<file path="config.mk">
export PLATFORM = sky130hd
export DESIGN_NAME = hazard_forward_controller_flat
export DESIGN_NICKNAME = d
export VERILOG_FILES = /design/src/rtl/hazard_forward_controller_if.sv /design/src/rtl/hazard_forward_controller.sv /design/src/flat_wrapper.sv
export SDC_FILE = /design/constraint.sdc
export NUM_CORES = 1
export LEC_CHECK = 0
export CORE_MARGIN = 3
export CORE_UTILIZATION = 50
export CTS_BUF_LIST = sky130_fd_sc_hd__clkbuf_2
export CTS_CLUSTER_SIZE = 12
export DETAILED_ROUTE_END_ITERATION = 10
export PLACE_DENSITY = 0.89
export SLEW_MARGIN = 20
export SYNTH_ARGS = -nofsm -noshare
export SYNTH_HDL_FRONTEND = slang
export SYNTH_SLANG_ARGS = --single-unit
</file>
<file path="constraint.sdc">
create_clock -name clk -period 3 [get_ports clk]
set_clock_uncertainty 0.2 [all_clocks]
set_input_delay 0.75 -clock clk [delete_from_list [all_inputs] [get_ports clk]]
set_output_delay 0.75 -clock clk [all_outputs]
set_load 0.02 [all_outputs]
</file>
<file path="src/rtl/hazard_forward_controller_if.sv">
// ID-stage instruction fields and EX-stage control outputs exchanged with the
// hazard/forwarding controller.
interface hazard_forward_controller_if #(
  parameter int CNT_W = 16,
  parameter int REG_W = 5
);
  logic             id_valid;
  logic [REG_W-1:0] id_rs;
  logic [REG_W-1:0] id_rt;
  logic [REG_W-1:0] id_rd;
  logic             id_uses_rt;
  logic             id_RegDst;
  logic             id_RegWrite;
  logic             id_MemRead;
  logic             ex_branch_taken;

  logic             pc_write;
  logic             ifid_write;
  logic             idex_bubble;
  logic             flush;
  logic [1:0]       forward_a;
  logic [1:0]       forward_b;
  logic [CNT_W-1:0] stall_count;
  logic [CNT_W-1:0] flush_count;

  modport master (
    output id_valid, id_rs, id_rt, id_rd, id_uses_rt, id_RegDst,
           id_RegWrite, id_MemRead, ex_branch_taken,
    input  pc_write, ifid_write, idex_bubble, flush, forward_a, forward_b,
           stall_count, flush_count
  );

  modport slave (
    input  id_valid, id_rs, id_rt, id_rd, id_uses_rt, id_RegDst,
           id_RegWrite, id_MemRead, ex_branch_taken,
    output pc_write, ifid_write, idex_bubble, flush, forward_a, forward_b,
           stall_count, flush_count
  );
endinterface

</file>
<file path="src/rtl/hazard_forward_controller.sv">
// EX-stage pipeline controller: EX/MEM/WB scoreboard, ALU operand forwarding,
// load-use stall, taken-branch flush and saturating debug event counters.
module hazard_forward_controller #(
  parameter int CNT_W = 16,
  parameter int REG_W = 5
) (
  input  logic                      clk,
  input  logic                      reset,
  hazard_forward_controller_if.slave bus
);

  typedef struct packed {
    logic             valid;
    logic             regwrite;
    logic             memread;
    logic [REG_W-1:0] dest;
    logic [REG_W-1:0] rs;
    logic [REG_W-1:0] rt;
  } slot_t;

  slot_t            r_ex;
  slot_t            r_mem;
  slot_t            r_wb;
  logic [CNT_W-1:0] r_stallCount;
  logic [CNT_W-1:0] r_flushCount;

  logic             w_stall;
  logic             w_flush;
  slot_t            w_idSlot;
  logic [1:0]       w_fwdA;
  logic [1:0]       w_fwdB;
  logic             w_unused;

  // Flush wins: an ID instruction that is being squashed must not also stall.
  always_comb begin
    w_flush = 1'b0;
    w_stall = 1'b0;
    if (!reset) begin
      w_flush = r_ex.valid & bus.ex_branch_taken;
      w_stall = bus.id_valid & r_ex.valid & r_ex.memread & (r_ex.dest != '0) &
                ((r_ex.dest == bus.id_rs) |
                 (bus.id_uses_rt & (r_ex.dest == bus.id_rt))) &
                !w_flush;
    end
  end

  always_comb begin
    w_idSlot          = '0;
    w_idSlot.valid    = 1'b1;
    w_idSlot.regwrite = bus.id_RegWrite;
    w_idSlot.memread  = bus.id_MemRead;
    w_idSlot.dest     = bus.id_RegDst ? bus.id_rd : bus.id_rt;
    w_idSlot.rs       = bus.id_rs;
    w_idSlot.rt       = bus.id_rt;
  end

  // A load sitting in MEM is never a source; the stall puts it in WB first.
  always_comb begin
    w_fwdA = 2'b00;
    w_fwdB = 2'b00;
    if (!reset) begin
      if (r_mem.valid & r_mem.regwrite & !r_mem.memread &
          (r_mem.dest != '0) & (r_mem.dest == r_ex.rs))
        w_fwdA = 2'b10;
      else if (r_wb.valid & r_wb.regwrite & (r_wb.dest != '0) &
               (r_wb.dest == r_ex.rs))
        w_fwdA = 2'b01;

      if (r_ex.valid) begin
        if (r_mem.valid & r_mem.regwrite & !r_mem.memread &
            (r_mem.dest != '0) & (r_mem.dest == r_ex.rt))
          w_fwdB = 2'b10;
        else if (r_wb.valid & r_wb.regwrite & (r_wb.dest != '0) &
                 (r_wb.dest == r_ex.rt))
          w_fwdB = 2'b01;
      end
    end
  end

  always_comb begin
    bus.pc_write    = 1'b1;
    bus.ifid_write  = 1'b1;
    bus.idex_bubble = 1'b0;
    bus.flush       = 1'b0;
    if (w_flush) begin
      bus.idex_bubble = 1'b1;
      bus.flush       = 1'b1;
    end else if (w_stall) begin
      bus.pc_write    = 1'b0;
      bus.ifid_write  = 1'b0;
      bus.idex_bubble = 1'b1;
    end
  end

  assign bus.forward_a   = w_fwdA;
  assign bus.forward_b   = w_fwdB;
  assign bus.stall_count = r_stallCount;
  assign bus.flush_count = r_flushCount;

  always_ff @(posedge clk) begin
    if (reset) begin
      r_ex         <= '0;
      r_mem        <= '0;
      r_wb         <= '0;
      r_stallCount <= '0;
      r_flushCount <= '0;
    end else begin
      r_wb  <= r_mem;
      r_mem <= r_ex;
      r_ex  <= (bus.id_valid & !w_stall & !w_flush) ? w_idSlot : '0;
      if (w_stall && (r_stallCount != {CNT_W{1'b1}}))
        r_stallCount <= r_stallCount + CNT_W'(1);
      if (w_flush && (r_flushCount != {CNT_W{1'b1}}))
        r_flushCount <= r_flushCount + CNT_W'(1);
    end
  end

  // Slot fields kept for debug visibility but not consumed by the decode.
  assign w_unused = ^{r_mem.rs, r_mem.rt, r_wb.memread, r_wb.rs, r_wb.rt};

endmodule

</file>
<file path="src/flat_wrapper.sv">
// flat-port wrapper written by rule: the top's interface ports become plain ports
module hazard_forward_controller_flat 
#(
  parameter int CNT_W = 16,
  parameter int REG_W = 5
)
  (clk, reset, bus_id_valid, bus_id_rs, bus_id_rt, bus_id_rd, bus_id_uses_rt, bus_id_RegDst, bus_id_RegWrite, bus_id_MemRead, bus_ex_branch_taken, bus_pc_write, bus_ifid_write, bus_idex_bubble, bus_flush, bus_forward_a, bus_forward_b, bus_stall_count, bus_flush_count);
  hazard_forward_controller_if #(.CNT_W(CNT_W), .REG_W(REG_W)) bus_i ();
  input  logic clk;
  input  logic reset;
  input wire logic [$bits(bus_i.id_valid)-1:0] bus_id_valid;
  input wire logic [$bits(bus_i.id_rs)-1:0] bus_id_rs;
  input wire logic [$bits(bus_i.id_rt)-1:0] bus_id_rt;
  input wire logic [$bits(bus_i.id_rd)-1:0] bus_id_rd;
  input wire logic [$bits(bus_i.id_uses_rt)-1:0] bus_id_uses_rt;
  input wire logic [$bits(bus_i.id_RegDst)-1:0] bus_id_RegDst;
  input wire logic [$bits(bus_i.id_RegWrite)-1:0] bus_id_RegWrite;
  input wire logic [$bits(bus_i.id_MemRead)-1:0] bus_id_MemRead;
  input wire logic [$bits(bus_i.ex_branch_taken)-1:0] bus_ex_branch_taken;
  output wire logic [$bits(bus_i.pc_write)-1:0] bus_pc_write;
  output wire logic [$bits(bus_i.ifid_write)-1:0] bus_ifid_write;
  output wire logic [$bits(bus_i.idex_bubble)-1:0] bus_idex_bubble;
  output wire logic [$bits(bus_i.flush)-1:0] bus_flush;
  output wire logic [$bits(bus_i.forward_a)-1:0] bus_forward_a;
  output wire logic [$bits(bus_i.forward_b)-1:0] bus_forward_b;
  output wire logic [$bits(bus_i.stall_count)-1:0] bus_stall_count;
  output wire logic [$bits(bus_i.flush_count)-1:0] bus_flush_count;
  assign bus_i.id_valid = bus_id_valid;
  assign bus_i.id_rs = bus_id_rs;
  assign bus_i.id_rt = bus_id_rt;
  assign bus_i.id_rd = bus_id_rd;
  assign bus_i.id_uses_rt = bus_id_uses_rt;
  assign bus_i.id_RegDst = bus_id_RegDst;
  assign bus_i.id_RegWrite = bus_id_RegWrite;
  assign bus_i.id_MemRead = bus_id_MemRead;
  assign bus_i.ex_branch_taken = bus_ex_branch_taken;
  assign bus_pc_write = bus_i.pc_write;
  assign bus_ifid_write = bus_i.ifid_write;
  assign bus_idex_bubble = bus_i.idex_bubble;
  assign bus_flush = bus_i.flush;
  assign bus_forward_a = bus_i.forward_a;
  assign bus_forward_b = bus_i.forward_b;
  assign bus_stall_count = bus_i.stall_count;
  assign bus_flush_count = bus_i.flush_count;
  hazard_forward_controller #(.CNT_W(CNT_W), .REG_W(REG_W)) u_core (.clk(clk), .reset(reset), .bus(bus_i));
endmodule
</file>
* Yosys cells after proc, flatten, opt, wreduce, memory -nomap -nowiden *
Cells that the tools add are included.

storage, ports and cells
  word-level logic and storage cells = 71
  output and inout bits = 40
  flip-flop bits (word level) = 65
  bits of input ports = 23

operators by class
  mux-type cells = 16
  reductions and logical operators = 10
  $add $sub $neg = 2
  equal/unequal tests = 8
  bitwise operators = 20

operators by type and width
  operator                 number
  $add A16 B1 Y16 const B  2
  $ne A16 B16 Y1 const B   2
  $eq A5 B5 Y1             6
  $and A1 B1 Y1            18
  $mux W18                 1
  $reduce_bool A5 Y1       3
  $mux W2                  5
  $mux W1                  9
  $mux W5                  1
  $logic_not A1 Y1         4
  $logic_and A1 B1 Y1      2
  $reduce_or A2 Y1         1
  $not A1 Y1               1
  $or A1 B1 Y1             1

* Depth between registers and ports, before layout *
  depth in word-level cells = 11
  mapped depth = 8

* Worst setup path before layout *
OpenSTA, ideal clock, no wires.

  path type = input to output
  start = in bus_id_rt[1]
  end = out bus_idex_bubble
  path slack = 86 ps
  data required time = 2050 ps
  data arrival time = 1964 ps
  cell stages on the path = 6
  cell sequence = xor2_1 nor4_1 a32oi_1 buf_2 nand2b_1 nand2_1

between the ends
  word-level cells in the longest chain between the ends = 8

ends and longest elaborated chain
  item             line                             source
  start, declared  flat_wrapper.sv:13               input wire logic [$bits(bus_i.id_rt)-1:0] bus_id_rt;
  $eq A5 B5 Y1     hazard_forward_controller.sv:42  (bus.id_uses_rt & (r_ex.dest == bus.id_rt))) &
  $and A1 B1 Y1    hazard_forward_controller.sv:42
  $or A1 B1 Y1     hazard_forward_controller.sv:41  ((r_ex.dest == bus.id_rs) |
  $and A1 B1 Y1    hazard_forward_controller.sv:40  w_stall = bus.id_valid & r_ex.valid & r_ex.memread & (r_ex.dest != '0) &
  $and A1 B1 Y1    hazard_forward_controller.sv:42
  $mux W1          hazard_forward_controller.sv:38  if (!reset) begin
  $mux W1          hazard_forward_controller.sv:88  end else if (w_stall) begin
  $mux W1          hazard_forward_controller.sv:85  if (w_flush) begin
  end, declared    flat_wrapper.sv:22               output wire logic [$bits(bus_i.idex_bubble)-1:0] bus_idex_bubble;

Every way passes these cells.

* Worst setup path in the final report *
  start = reg u_core.r_mem[10] (netlist name)
  end = out bus_forward_b[1]

between the ends
  word-level cells in the longest chain between the ends = 6
  elaborated cells between the ends (all ways) = 7
  classes of those cells = eq/ne: 1; mux: 3; bitwise: 2; reduce/logical: 1

ends and longest elaborated chain
  item                    line                              source
  start, declared         hazard_forward_controller.sv:22   slot_t r_mem;
  start signal, assigned  hazard_forward_controller.sv:109  r_mem <= r_ex;
  $reduce_bool A5 Y1      hazard_forward_controller.sv:71   (r_mem.dest != '0) & (r_mem.dest == r_ex.rt))
  $and A1 B1 Y1           hazard_forward_controller.sv:70   if (r_mem.valid & r_mem.regwrite & !r_mem.memread &
  $and A1 B1 Y1 (*)       hazard_forward_controller.sv:71
  $mux W2 (*)             hazard_forward_controller.sv:70
  $mux W2 (*)             hazard_forward_controller.sv:69   if (r_ex.valid) begin
  $mux W2 (*)             hazard_forward_controller.sv:61   if (!reset) begin
  end, declared           flat_wrapper.sv:25                output wire logic [$bits(bus_i.forward_b)-1:0] bus_forward_b;

Every way passes the cells marked *; elsewhere a longest branch is shown, timed or not.

==> summary.txt <==
Route
  • WL/cell: 15.3 um
  • DRC viols: 0
  • Via density: 5.60
  • DRT Pass-1 Iters: 4
  • Antenna viol nets, final: 0
  • Routed via count: 2733
  • Final wirelength: 7450 um
  • Detailed router's first-iteration violation count: 118

Placement
  • Post-Place Cells: 467
  • # port buffers: 62
  • Gp weighted congestion: 0.839
  • HPWL after DPL: 5290 um

Worst setup path
  • Worst path top cell family by delay: simple AND/OR/NAND/NOR gates
  • Reg2Reg Depth: 7
  • Worst Path Buf+Inv: 2
  • FF-to-FF Start: u_core.r_ex[10]$_SDFF_PP0_
  • Startpoint class of the critical path: flip-flop
  • Cell mode on critical path: buf_6
  • WS Path Type: flip-flop to primary output
  • Worst Setup End Kind: primary output
  • Reg2Reg Capture Point: u_core.bus.stall_count[15]$_SDFFE_PP0P_
  • Critical path fanouts, max: 2
  • R2R setup slack: 0.66 ns
  • WP data arrival: 1.99 ns
  • Crit-path cells: or4_4 -> o21ai_4 -> buf_6 -> nor4_2 -> and4_1 -> buf_6
  • WP data required: 2.05 ns
  • Cell at the slowest stage of the critical path: or4_4
  • Crit-path max cell delay: 0.54 ns

Synthesis
  • Post-Syn Area: 3000 sq um
  • Syn Nets: 347
  • Synth Flop Type: dfxtp_1
  • Number of synthesis warnings: 0
  • Cells after synthesis: 322
  • Synthesized flop and latch total: 65
  • Mean Syn Cell Area: 9.30 sq um
  • Register area share after synthesis: 43.4%
  • Synth cell types: 46
  • Async set-reset flop share out of synthesis: 0%
  • Post-synth EDFFs: 0

Pwr
  • Comb pwr share: 9.1%
  • Peak VDD IR: 0.309 mV
  • Leak: 1.60 nW
  • Pwr dens: 375 nW/um^2
  • Reg power frac: 59.7%
  • Clock power share: 31.3%
  • Overall Power: 1.50 mW
  • Sw Share: 24.5%
  • Internal: 1.13 mW
  • Switch Pwr: 0.367 mW

Floorplanning
  • Starting Density: 53.1%
  • # rows: 27
  • Die area: 6960 sq um
  • Die Height: 83.4 um
  • Num ports: 63
  • CORE AREA: 5640 sq um
  • Die width: 83.4 um

CTS
  • Root buffer cell: clkbuf_2
  • CTS Sinks: 65
  • Clk_lat worst skew: 0.47 ns
  • Cts bufs inserted: 9
  • CTS tree: built
  • Clk pin slew, worst setup/hold paths: 0.16 ns
  • CTS hold repair buffers: 0
  • Max Buffers Root-to-Sink: 2
  • Htree depth: 3

Min path
  • HP Start: u_core.r_ex[16]$_SDFF_PP0_
  • Worst hold path depth: 1
  • Worst hold path class: flip-flop to flip-flop
  • Hold EP: u_core.r_mem[16]$_SDFF_PP0_

STA
  • RSZ-0062 raised after global routing: yes
  • Slew @ Worst Pin: 0.676 ns
  • Final Hold Vio Count: 0
  • Crit path time final: 2.94 ns
  • Max Slew Vio Count: 0
  • Slew HR: 54.9%
  • Worst hold slack: 0.258 ns
  • Endpoints failing setup: 0
  • Period utilization: 97.9%
  • F_max: 340 MHz

Global route
  • Largest net degree at the start of global routing: 29
  • Met1 usage: 26.6%
  • GR Util met3: 6.65%
  • Global-route track usage on met2: 35.2%
  • Vias in the first global route: 2649
  • GR Util All Layers: 21.5%
  • Antenna violations before repair: 1
  • First-pass GRT wire length: 12300 um
  • Gr busiest metal: met2
  • GR Overflow Total: 0

Cells and area
  • Area growth, synth to finish: 33.6%
  • Final Core Density: 70.9%
  • Nets: 436
  • Non-Filler Instances: 488
  • Multi-input logic area: 1640 sq um
  • Share of layout cells above drive strength 1: 19.0%
  • Register area: 1310 sq um
  • Fillers: 414

Outcome
  • Status: finished, final reports clean

Flow run
  • Maximum capacitance violations: 0
[kinds of logic after synthesis]
group | Yosys count | share of synthesized area, %
mux | 10 | 3.47
compound gates | 48 | 11.5
buf+inv | 23 | 3.68
xor+xnor | 39 | 11.4
fa+ha+maj | 2 | 0.835
flops | 65 | 43.4
simple gates | 135 | 25.7
[state kept, by name, indices dropped and copies added (netlist names)]
signal,cells
u_core.bus.flush_count,16
u_core.r_wb,7
u_core.bus.stall_count,16
u_core.r_ex,18
u_core.r_mem,8
[how the worst max path moves through the flow]
stage | to | cells past startpoint | slack [ns] | start
3_5_place_dp | bus_ifid_write | 7 | -0.66 | bus_id_rt[2]
2_1_floorplan | bus_idex_bubble | 6 | 0.09 | bus_id_rt[1]
4_1_cts | bus_forward_b[1] | 6 | -0.02 | u_core.r_mem[14]$_SDFF_PP0_
3_3_place_gp | bus_idex_bubble | 7 | -0.66 | bus_id_rt[1]
6_report | bus_forward_b[1] | 6 | 0.06 | u_core.r_mem[10]$_SDFF_PP0_
5_1_grt | bus_forward_b[1] | 6 | -0.05 | u_core.r_mem[10]$_SDFF_PP0_
[synth_stat cells, drive strengths merged, types with 7 or more instances]
| cell | count | area (sq um) |
|---|---|---|
| dfxtp | 65 | 1300 |
| nor2 | 25 | 93.8 |
| xor2 | 25 | 219 |
| nor2b | 17 | 106 |
| xnor2 | 14 | 123 |
| a21oi | 13 | 65.1 |
| and2 | 13 | 81.3 |
| nand3 | 13 | 65.1 |
| nand2 | 11 | 41.3 |
| nor4 | 11 | 68.8 |
| inv | 10 | 37.5 |
| o31ai | 10 | 88.8 |
| or4 | 9 | 67.6 |
| buf | 8 | 53.8 |
| o21ai | 8 | 40.0 |
| and3 | 7 | 43.8 |
| mux2i | 7 | 70.1 |
[placed cells by master, fill, tap and decap left out, drive strengths merged, types with 4 or more instances in the layout]
cell           instances
a21oi                 13
and2                  13
and3                   7
and4                   5
buf                   36
clkbuf                12
clkdlybuf4s50         42
clkinv                 4
dfxtp                 65
dlygate4sd2            7
inv                   10
mux2i                  7
nand2                 11
nand3                 13
nand4                  5
nor2                  25
nor2b                 17
nor3                   4
nor4                  11
o2111ai                4
o21ai                  8
o31ai                 10
or3                    5
or4                    9
xnor2                 14
xor2                  25
[per-stage QoR]
stage	setup slack (ns)	TNS, ns	cell area [sq um]
floorplan	0.0862	0	3000
global placement	-0.657	-3.87	3810
detailed placement	-0.660	-3.90	3810
CTS	-0.0216	-0.0216	3950
global route	-0.0478	-0.133	4000
finish	0.0631	0	4000
[layout make-up]
| class | instances | area share, % |
|---|---|---|
| Inverter | 10 | 0.938 |
| Multi-Input combinational cell | 234 | 40.9 |
| Clock buffer | 10 | 1.25 |
| Tap cell | 72 | 2.25 |
| Antenna cell | 1 | 0.0625 |
| Clock inverter | 5 | 1.19 |
| Sequential cell | 65 | 32.8 |
| Timing Repair Buffer | 91 | 20.6 |
[power by group through the flow]
stage          Clock, mW  Combinational (mW)  Sequential [mW]
5_1_grt            0.532               0.149            0.899
4_1_cts            0.489               0.131            0.896
3_3_place_gp           0               0.127            0.914
3_5_place_dp           0               0.130            0.914
2_1_floorplan          0              0.0670            0.911
6_report           0.470               0.136            0.896
[routing by layer]
layer	vias up	wire, um
met5	-	0
met4	0	49
met3	7	321
met2	81	3770
met1	1305	3310
li1	1340	-
[what timing repair did]
action,CTS,global route
hold endpoints to repair,0,0
pin swaps,8,12
endpoints found under the setup margin,8,7
cloned,0,0
gates resized for setup,62,19
buffers inserted,2,3
Power figures use the tool's default switching activity.
